### config.mk
export PLATFORM = sky130hd
export DESIGN_NAME = dpram_fifo
export DESIGN_NICKNAME = d
export VERILOG_FILES = /design/src/rtl/dpram_fifo_pkg.sv /design/src/rtl/fifo_ram.sv /design/src/rtl/dpram_fifo.sv
export SDC_FILE = /design/constraint.sdc
export NUM_CORES = 1
export LEC_CHECK = 0
export BUFFER_PORTS_ARGS = -buffer_cell sky130_fd_sc_hd__buf_4
export CORE_MARGIN = 1
export CORE_UTILIZATION = 55
export CTS_BUF_LIST = sky130_fd_sc_hd__clkbuf_8
export CTS_CLUSTER_SIZE = 40
export DETAILED_ROUTE_END_ITERATION = 10
export HOLD_SLACK_MARGIN = 0.05
export PLACE_DENSITY = 0.85
export SLEW_MARGIN = 20
export SYNTH_ARGS = -nofsm -noshare
export SYNTH_HDL_FRONTEND = slang
export SYNTH_HIERARCHICAL = 1
export SYNTH_SLANG_ARGS = --single-unit
### constraint.sdc
create_clock -name clock_i -period 3.7 [get_ports clock_i]
set_input_delay 0.185 -clock clock_i [delete_from_list [all_inputs] [get_ports clock_i]]
set_output_delay 0.185 -clock clock_i [all_outputs]
set_load 0.005 [all_outputs]
### src/rtl/dpram_fifo_pkg.sv
// Shared sizing helpers for dpram_fifo: capacity from address width and the
// width of the occupancy/free-space counters.
package dpram_fifo_pkg;

  function automatic int fifo_size(input int aw);
    return 1 << aw;
  endfunction

  function automatic int lvl_width(input int aw);
    return aw + 1;
  endfunction

endpackage

### src/rtl/fifo_ram.sv
// Simple dual-port RAM: synchronous write port, registered read port with
// read enable and a synchronous clear of the output register only.
module fifo_ram
  import dpram_fifo_pkg::*;
#(
  parameter int width = 16,
  parameter int size  = 16,
  localparam int AW   = $clog2(size)
) (
  input  logic             clock_i,
  input  logic             clr_i,
  input  logic             we_i,
  input  logic [AW-1:0]    waddr_i,
  input  logic [width-1:0] wdata_i,
  input  logic             re_i,
  input  logic [AW-1:0]    raddr_i,
  output logic [width-1:0] rdata_o
);

  logic [width-1:0] mem_q [size];
  logic [width-1:0] rdata_q;

  always_ff @(posedge clock_i) begin
    if (we_i) mem_q[waddr_i] <= wdata_i;
  end

  // Read-before-write: a full FIFO reading and writing the same slot gets the old word.
  always_ff @(posedge clock_i) begin
    if (clr_i)     rdata_q <= '0;
    else if (re_i) rdata_q <= mem_q[raddr_i];
  end

  assign rdata_o = rdata_q;

endmodule

### src/rtl/dpram_fifo.sv
// Single-clock FIFO over fifo_ram: pointers, occupancy, full/empty, valid strobe.
// Optional sticky overflow/underflow flags via `define DPRAM_FIFO_ERRFLAGS_EN.
module dpram_fifo
  import dpram_fifo_pkg::*;
#(
  parameter int width = 16,
  parameter int depth = 4,
  parameter int size  = 16
) (
  input  logic             clock_i,
  input  logic             reset_i,
  input  logic             clear_i,
  input  logic [width-1:0] datain_i,
  input  logic             write_i,
  output logic             full_o,
  input  logic             read_i,
  output logic [width-1:0] dataout_o,
  output logic             valid_o,
  output logic             empty_o,
  output logic [depth:0]   level_o,
  output logic [depth:0]   space_o,
  output logic             overflow_o,
  output logic             underflow_o
);

  localparam int LW = lvl_width(depth);
  localparam logic [LW-1:0] FULL_LVL = LW'(fifo_size(depth));

  logic [depth-1:0] wptr_q, wptr_d, rptr_q, rptr_d;
  logic [LW-1:0]    level_q, level_d;
  logic             valid_q, valid_d;
  logic             flush, full, empty, wr_ok, rd_ok;

  assign flush = reset_i | clear_i;
  assign full  = (level_q == FULL_LVL);
  assign empty = (level_q == '0);
  // No bypass: on an empty FIFO a same-cycle read is rejected.
  assign rd_ok = read_i & ~empty;
  assign wr_ok = write_i & (~full | read_i);

  always_comb begin
    wptr_d  = wptr_q;
    rptr_d  = rptr_q;
    level_d = level_q;
    valid_d = rd_ok;
    if (wr_ok) wptr_d = wptr_q + 1'b1;
    if (rd_ok) rptr_d = rptr_q + 1'b1;
    case ({wr_ok, rd_ok})
      2'b10:   level_d = level_q + LW'(1);
      2'b01:   level_d = level_q - LW'(1);
      default: level_d = level_q;
    endcase
  end

  always_ff @(posedge clock_i) begin
    if (flush) begin
      wptr_q  <= '0;
      rptr_q  <= '0;
      level_q <= '0;
      valid_q <= 1'b0;
    end else begin
      wptr_q  <= wptr_d;
      rptr_q  <= rptr_d;
      level_q <= level_d;
      valid_q <= valid_d;
    end
  end

  fifo_ram #(
    .width (width),
    .size  (size)
  ) u_ram (
    .clock_i (clock_i),
    .clr_i   (flush),
    .we_i    (wr_ok & ~flush),
    .waddr_i (wptr_q),
    .wdata_i (datain_i),
    .re_i    (rd_ok & ~flush),
    .raddr_i (rptr_q),
    .rdata_o (dataout_o)
  );

  assign full_o  = full;
  assign empty_o = empty;
  assign valid_o = valid_q;
  assign level_o = level_q;
  assign space_o = FULL_LVL - level_q;

`ifdef DPRAM_FIFO_ERRFLAGS_EN
  logic ovf_q, unf_q;

  always_ff @(posedge clock_i) begin
    if (flush) begin
      ovf_q <= 1'b0;
      unf_q <= 1'b0;
    end else begin
      if (write_i & ~wr_ok) ovf_q <= 1'b1;
      if (read_i & ~rd_ok)  unf_q <= 1'b1;
    end
  end

  assign overflow_o  = ovf_q;
  assign underflow_o = unf_q;
`else
  assign overflow_o  = 1'b0;
  assign underflow_o = 1'b0;
`endif

endmodule

### Word-level counts from Yosys, hierarchy flattened

Memories as Yosys holds them, arrays and structs flattened. A register that Yosys moved wholly into a read port is not among the register bits.
Cells that the tools add are included.

* input bits: 21
* flip-flop bits (word level): 14
* word-level logic and storage cells: 27
* RAM bits: 256
* memories kept: 1

Memories
* u_ram.mem_q: depth 16, bits a word 16, rd ports 1, clocked after Yosys merged registers in 1, write ports 1, line fifo_ram.sv:20 `logic [width-1:0] mem_q [size];`

* add/subtract/negate cells: 5
* equal/unequal tests: 3
* muxes and demuxes: 3
* reductions and logical operators: 2
* bitwise gates (word level): 9

Operators with widths (count)
* $pmux W5 S2: 1
* $add A4 B1 Y4 const B: 2
* $add A5 B1 Y5 const B: 1
* $eq A5 B5 Y1 const B: 1
* $logic_not A5 Y1: 1
* $sub A5 B1 Y5 const B: 1
* $sub A5 B5 Y5 const A: 1
* $and A1 B1 Y1: 4
* $not A1 Y1: 3
* $eq A2 B1 Y1 const B: 1
* $eq A2 B2 Y1 const B: 1
* $mux W1: 2
* $or A1 B1 Y1: 2
* $reduce_bool A2 Y1: 1

### Depth between registers and ports, before layout

Gate-level depths: netlist of the first run.

* depth in word-level cells: 7
* depth in mapped cells: 14
* mapped depth without buffers: 13

### Hierarchy

Netlist of the first run, hierarchy kept.

Modules (own cells, without submodules)
* fifo_ram: area each 10545.1 um^2, times used 1, cells each 606
* dpram_fifo: area each 883.3 um^2, times used 1, cells each 104

### Least setup slack after synthesis of the first run

Ideal clock, no wire load.

* kind: reg2reg
* from: register level_q[0] (netlist: level_o[0])
* to: memory u_ram.mem_q[0][0], enable pin
* buffers on the path: 0
* arrival time: 3141 ps
* cell stages (with the launch flop): 10
* period minus slack after synthesis: 3550 ps
* setup slack: 150 ps
* cell sequence: dfxtp_1 > inv_1 > ha_1 > nor3b_1 > ha_1 > inv_1 > o21ai_1 > nor2_1 > or3b_2 > nor3_1

* longest elaborated chain between the ends: 7

Ends and longest elaborated chain
* from (decl): line dpram_fifo.sv:30 `logic [LW-1:0] level_q, level_d;`
* from (signal assigned): line dpram_fifo.sv:64 `level_q <= level_d;`
* $eq A5 B5 Y1: line dpram_fifo.sv:35 `assign full = (level_q == FULL_LVL);`
* via full_o: line dpram_fifo.sv:15 `output logic full_o,`
* $not A1 Y1: line dpram_fifo.sv:39 `assign wr_ok = write_i & (~full | read_i);`
* $or A1 B1 Y1: line dpram_fifo.sv:39
* $and A1 B1 Y1: line dpram_fifo.sv:39
* $and A1 B1 Y1: line dpram_fifo.sv:75 `.we_i (wr_ok & ~flush),`
* $mux W1: line fifo_ram.sv:24 `if (we_i) mem_q[waddr_i] <= wdata_i;`
* $mux W1 (implied by the code): line fifo_ram.sv:24
* to (decl): line fifo_ram.sv:20

The timed path passes the listed nets, and every way through them passes these cells.

### Worst setup path in the final report of the first run

* from: register level_q[1] (netlist: level_o[1])
* to: register level_q[3] (netlist: level_o[3])

* longest elaborated chain between the ends: 6

Ends and longest elaborated chain
* $eq A5 B5 Y1: line dpram_fifo.sv:35
* $not A1 Y1: line dpram_fifo.sv:39
* $or A1 B1 Y1: line dpram_fifo.sv:39
* $and A1 B1 Y1: line dpram_fifo.sv:39
* $eq A2 B1 Y1 or $eq A2 B2 Y1 (tied branches): line dpram_fifo.sv:48 `case ({wr_ok, rd_ok})`
* $pmux W5 S2 or $reduce_bool A2 Y1 (tied branches)

Parallel ways exist; a longest one is shown, timed or not.
A chain may end at the register's enable or synchronous reset.

==> results of run 1 <==
-- cell families (layout without fill, tap and decap cells) --
group,after synthesis,count (layout),synth area share
compound gates,76,76,0.0461
xor+xnor,11,11,0.00843
fa+ha+maj,8,8,0.00876
buf+inv,48,182,0.0328
flops,286,286,0.725
mux,132,132,0.116
other cells,1,2,0.000328
simple gates,148,148,0.0627
-- stage by stage --
stage          instance area, µm²  cells
6_report                    13000   1115
5_1_grt                     13000   1115
4_1_cts                     13000   1115
3_5_place_dp                12100   1015
3_3_place_gp                12100   1015
2_1_floorplan               11400    711
-- state kept, by name, summed over array words and instances (netlist names) --
| signal | cells |
|---|---|
| level_o | 5 |
| rptr_q | 4 |
| u_ram/mem_q | 256 |
| u_ram/rdata_o | 16 |
| valid_o | 1 |
| wptr_q | 4 |
-- cell type report --
cell class	count	area [µm²]
flip-flops and latches	286	8290
fillers	1349	7260
multi-input cells	377	2830
repair buffers	96	798
clock buffers	43	592
well taps	270	338
clock inverters	36	170
inverters	7	26.3
-- Yosys cell counts --
cell type / count / area share
and2_1: 3 / 0.0016
a21oi_4: 1 / 0.0014
o21ai_0: 2 / 0.00088
mux2i_1: 132 / 0.12
o21ai_1: 1 / 0.00044
nand2b_1: 3 / 0.0016
o32ai_1: 1 / 0.00077
buf_1: 1 / 0.00033
buf_8: 4 / 0.0053
or3b_2: 1 / 0.00077
nand4_1: 1 / 0.00055
buf_4: 4 / 0.0026
nand3_1: 52 / 0.023
clkbuf_2: 1 / 0.00044
a21oi_1: 19 / 0.0083
conb_1: 1 / 0.00033
a211oi_1: 1 / 0.00066
nor2b_1: 4 / 0.0022
clkbuf_1: 9 / 0.0030
nor4_1: 1 / 0.00055
dfxtp_1: 30 / 0.053
nor3b_4: 1 / 0.0016
buf_2: 12 / 0.0053
buf_12: 5 / 0.0088
nor3_1: 7 / 0.0031
and2b_1: 1 / 0.00066
inv_1: 7 / 0.0023
a22oi_1: 48 / 0.032
o211ai_1: 2 / 0.0013
edfxtp_1: 256 / 0.67
nor2_1: 26 / 0.0085
and3_1: 2 / 0.0011
a211o_1: 1 / 0.00077
nand2_1: 37 / 0.012
or3_1: 4 / 0.0022
ha_1: 8 / 0.0088
buf_6: 5 / 0.0049
xnor2_1: 4 / 0.0031
xor2_1: 7 / 0.0054
nand3b_1: 4 / 0.0026
nor3b_1: 1 / 0.00066
-- routing by layer --
metal / up-vias / global-route usage / wire [µm]
met4: 0 / 0.0948 / 725
met1: 3218 / 0.301 / 9600
met3: 55 / 0.0359 / 1780
met5: - / 0 / 0
met2: 292 / 0.372 / 11700
li1: 2937 / - / -
-- final timing paths --
| kind | endpoint | slack [ns] | cells past startpoint |
|---|---|---|---|
| setup / recovery | level_o[3] | 0.32 | 12 |
| hold / removal | wptr_q[2] | 0.07 | 4 |
| setup reg to reg | level_o[3] | 0.32 | 12 |
| hold reg to reg | u_ram/rdata_o[3] | 0.47 | 2 |
-- worst max-delay path, cell delays in order, from the launching register on --
cell           delay [ns]
dfxtp_1              0.40
inv_1                0.09
ha_1                 0.17
nor3b_1              0.28
ha_1                 0.23
inv_1                0.07
o21ai_1              0.37
ha_1                 0.41
and2b_1              0.23
o21ai_0              0.18
a21oi_1              0.13
mux2i_1              0.13
dlygate4sd3_1        0.55
-- report_power, final --
group / internal (µW) / switching, µW
Clock: 1100 / 1160
Sequential: 3530 / 11.2
Combinational: 77.1 / 115
Total: 4700 / 1290
==> qor.yml, run 1 <==
tightestPinTransition_ns: 0.916
power_density_nw_per_um2: 459
pre_cts_ws_ns: 0.570
cts_setup_buffers: 0
drv_cap: 0
seq_area_frac_synth: 0.725
period_minus_slack_ns: 3.38
n_antenna_cell: 0
htree_levels: 2
synthCells: 710
rsz0062_at_grt: "no"
clock_latency_ns: 0.56
ioPinCount: 52
antenna_found_initial: 0
die_h_um: 146
drive_gt1_frac: 0.178
clkTransAtPathRegs_ns: 0.06
coreArea_um2: 20300
area_growth_pct: 14.1
min_period_over_period: 0.914
grt_max_degree: 70
hold_path.startpoint: "read_i"
worstReg2RegStart: "level_o[1]"
slew_headroom: 0.387
drc: 0
dr_total_vias: 6502
port_buffers: 49
syn_avg_cell_area_um2: 16.1
hpwl_mm: 14.4
dieArea_um2: 21400
hp-class: "in -> reg"
peakVddDrop_v: 0.000329
grt_overflow_total: 0
crit_arrival_ns: 3.81
worst_setup_path_start_kind: "flop"
drtIter0Drc: 736
path_max_fanout: 9
die_w_um: 146
viasPerCell: 5.83
start_util: 0.563
fin_tns_setup_ns: 0
rows: 52
first_pass_iters: 5
utilization: 0.643
ctsResizeCount: 0
cts_root_buf: "clkbuf_8"
grt_pass1_wl_mm: 36.3
hold_buffers: 21
p_leak_uw: 0.00428
fmax_mhz: 296
synth-seq-cells: 286
mostFrequentLayoutCells: "edfxtp_1, mux2i_1, buf_4, nand3_1, a22oi_1"
p_total_uw: 5990
whs_ns: 0.0651
synth_cell_types: 41
fin_ws_ns: 0.320
final_common_cell: "edfxtp_1"
yosys_warnings: 6
place.gp.congestion: 0.803
crit_path_end_kind: "flop"
layout.nets: 840
grt_usage: 0.226
required_ns: 4.13
syn_area_um2: 11400
routed_wl_mm: 23.8
drt-wirelength-per-cell_um: 21.3
final_hold_viol_count: 0
cts_sinks: 286
ant_nets: 0
grt_pass1_vias: 6507
finClkSkew_ns: 0.0280
crit_start: "level_o[1]"
drv_slew: 0
status: "completed"
numCtsBuffers: 43
setup_violations: 0
path_class: "reg -> reg"
cts_tree: "built"
cts_buffer_depth: 3
Power figures use the tool's default switching activity.
==> run 2: changes to the inputs <==
Settings changed: PLACE_DENSITY 0.85 to 0.82.
Clock period 3.7 ns to 3.9 ns, I/O delays scaled along.
==> run 2 against run 1 <==
Sequential power decreased by 5%. Combinational power decreased by 8%. Flip-flop and latch count unchanged. Sequential share of layout area decreased by 0.25 points. Die area unchanged.
==> qor.yml, run 2 (synthesis gave the netlist of run 1 again) <==
place.gp.congestion: 0.797
timing.critical_path.to: "level_o[4]"
path_class: "reg -> reg"
start_util: 0.563
numCtsBuffers: 43
dpl_cell_area_um2: 12100
viasPerCell: 5.89
reg2reg_depth: 12
fmax_mhz: 291
slew_headroom: 0.307
grt_max_degree: 53
power_density_nw_per_um2: 446
fin_ws_ns: 0.469
final_common_cell: "edfxtp_1"
hp-class: "in -> reg"
required_ns: 4.34
final_area_um2: 13100
seq_area_um2: 8290
ant_nets: 0
hold_buffers: 20
p_leak_uw: 0.00434
n_antenna_cell: 0
clkTransAtPathRegs_ns: 0.06
tightestPinTransition_ns: 1.04
drt-wirelength-per-cell_um: 22.5
cts_sinks: 286
crit_start: "level_o[1]"
dieArea_um2: 21400
cts_tree: "built"
antenna_found_initial: 0
peakVddDrop_v: 0.000246
min_period_over_period: 0.880
drive_gt1_frac: 0.177
drc: 0
drv_slew: 0
grt_usage: 0.241
coreArea_um2: 20300
dr_total_vias: 6586
ctsResizeCount: 0
status: "completed"
rows: 52
grt_pass1_vias: 6793
layout.nets: 843
ioPinCount: 52
fin_tns_setup_ns: 0
path_max_fanout: 9
largest_reg_flops: 256
drtIter0Drc: 589
worstReg2RegStart: "level_o[1]"
die_h_um: 146
period_minus_slack_ns: 3.43
fillCellCount: 1415
r2r_end: "level_o[4]"
die_w_um: 146
cts_buffer_depth: 3
pre_cts_ws_ns: 0.535
regMostFlops: "u_ram/mem_q"
grt_pass1_wl_mm: 38.4
worst_setup_path_start_kind: "flop"
rsz0062_at_grt: "no"
port_buffers: 49
crit_path_end_kind: "flop"
multi_input_area_um2: 2810
htree_levels: 2
cts_root_buf: "clkbuf_8"
ff2ff_setup_slack_ns: 0.47
finClkSkew_ns: 0.0320
hpwl_mm: 14.2
cts_setup_buffers: 0
first_pass_iters: 5
routed_wl_mm: 25.2
drv_cap: 0
dp.cells: 1019
setup_violations: 0
final_cells: 1118
mostFrequentLayoutCells: "edfxtp_1, mux2i_1, buf_4, nand3_1, clkbuf_8"
crit_arrival_ns: 3.87
area_growth_pct: 14.6
grt_overflow_total: 0
final_hold_viol_count: 0
whs_ns: 0.0662
clock_latency_ns: 0.57
[run 2: layer usage]
| layer | part of all wire | wire length [µm] | vias up | GRT usage |
|---|---|---|---|---|
| li1 | - | - | 2943 | - |
| met1 | 0.39 | 9720 | 3263 | 0.304 |
| met2 | 0.50 | 12600 | 323 | 0.407 |
| met3 | 0.086 | 2160 | 57 | 0.0531 |
| met4 | 0.026 | 642 | 0 | 0.0948 |
| met5 | 0 | 0 | - | 0 |
[run 2: final cells by class]
class | instances | share of cell area
Tap cell | 270 | 0.0258
Clock buffer | 51 | 0.0536
Clock inverter | 28 | 0.00917
Multi-Input combinational cell | 377 | 0.215
Inverter | 7 | 0.00201
Timing Repair Buffer | 99 | 0.0615
Sequential cell | 286 | 0.633
[run 2: worst min-delay path by stage]
stage | slack (ns) | from | cells past startpoint | to
after floorplan | 0.29 | datain_i[0] | 0 | u_ram/mem_q[0][0]
after global placement | 0.46 | u_ram/rdata_o[12] | 2 | u_ram/rdata_o[12]
after detailed placement | 0.46 | u_ram/rdata_o[12] | 2 | u_ram/rdata_o[12]
after CTS | 0.05 | write_i | 4 | wptr_q[3]
after global routing | 0.06 | write_i | 4 | wptr_q[2]
final | 0.07 | write_i | 4 | wptr_q[2]
[run 2: metrics by stage]
stage / utilization / total power [µW]
after floorplan: - / 3490
after global placement: 0.595 / 3570
after detailed placement: 0.595 / 3580
after CTS: 0.645 / 5850
after global routing: 0.645 / 6030
final: 0.645 / 5840
[run 2: report_power, final]
group          total [µW]  internal [µW]  switching [µW]
Sequential           3360           3340            11.6
Clock                2300           1190            1110
Combinational         178           71.5             107
Total                5840           4610            1230
[run 2: worst max-delay path: stages, from the launching register on]
cell,delay [ns]
dfxtp_1,0.53
inv_1,0.10
ha_1,0.23
nor3b_1,0.17
ha_1,0.22
nor2b_1,0.44
ha_1,0.41
xor2_1,0.12
ha_1,0.27
or3_1,0.35
nor3_1,0.26
or3_1,0.17
nand3_1,0.06
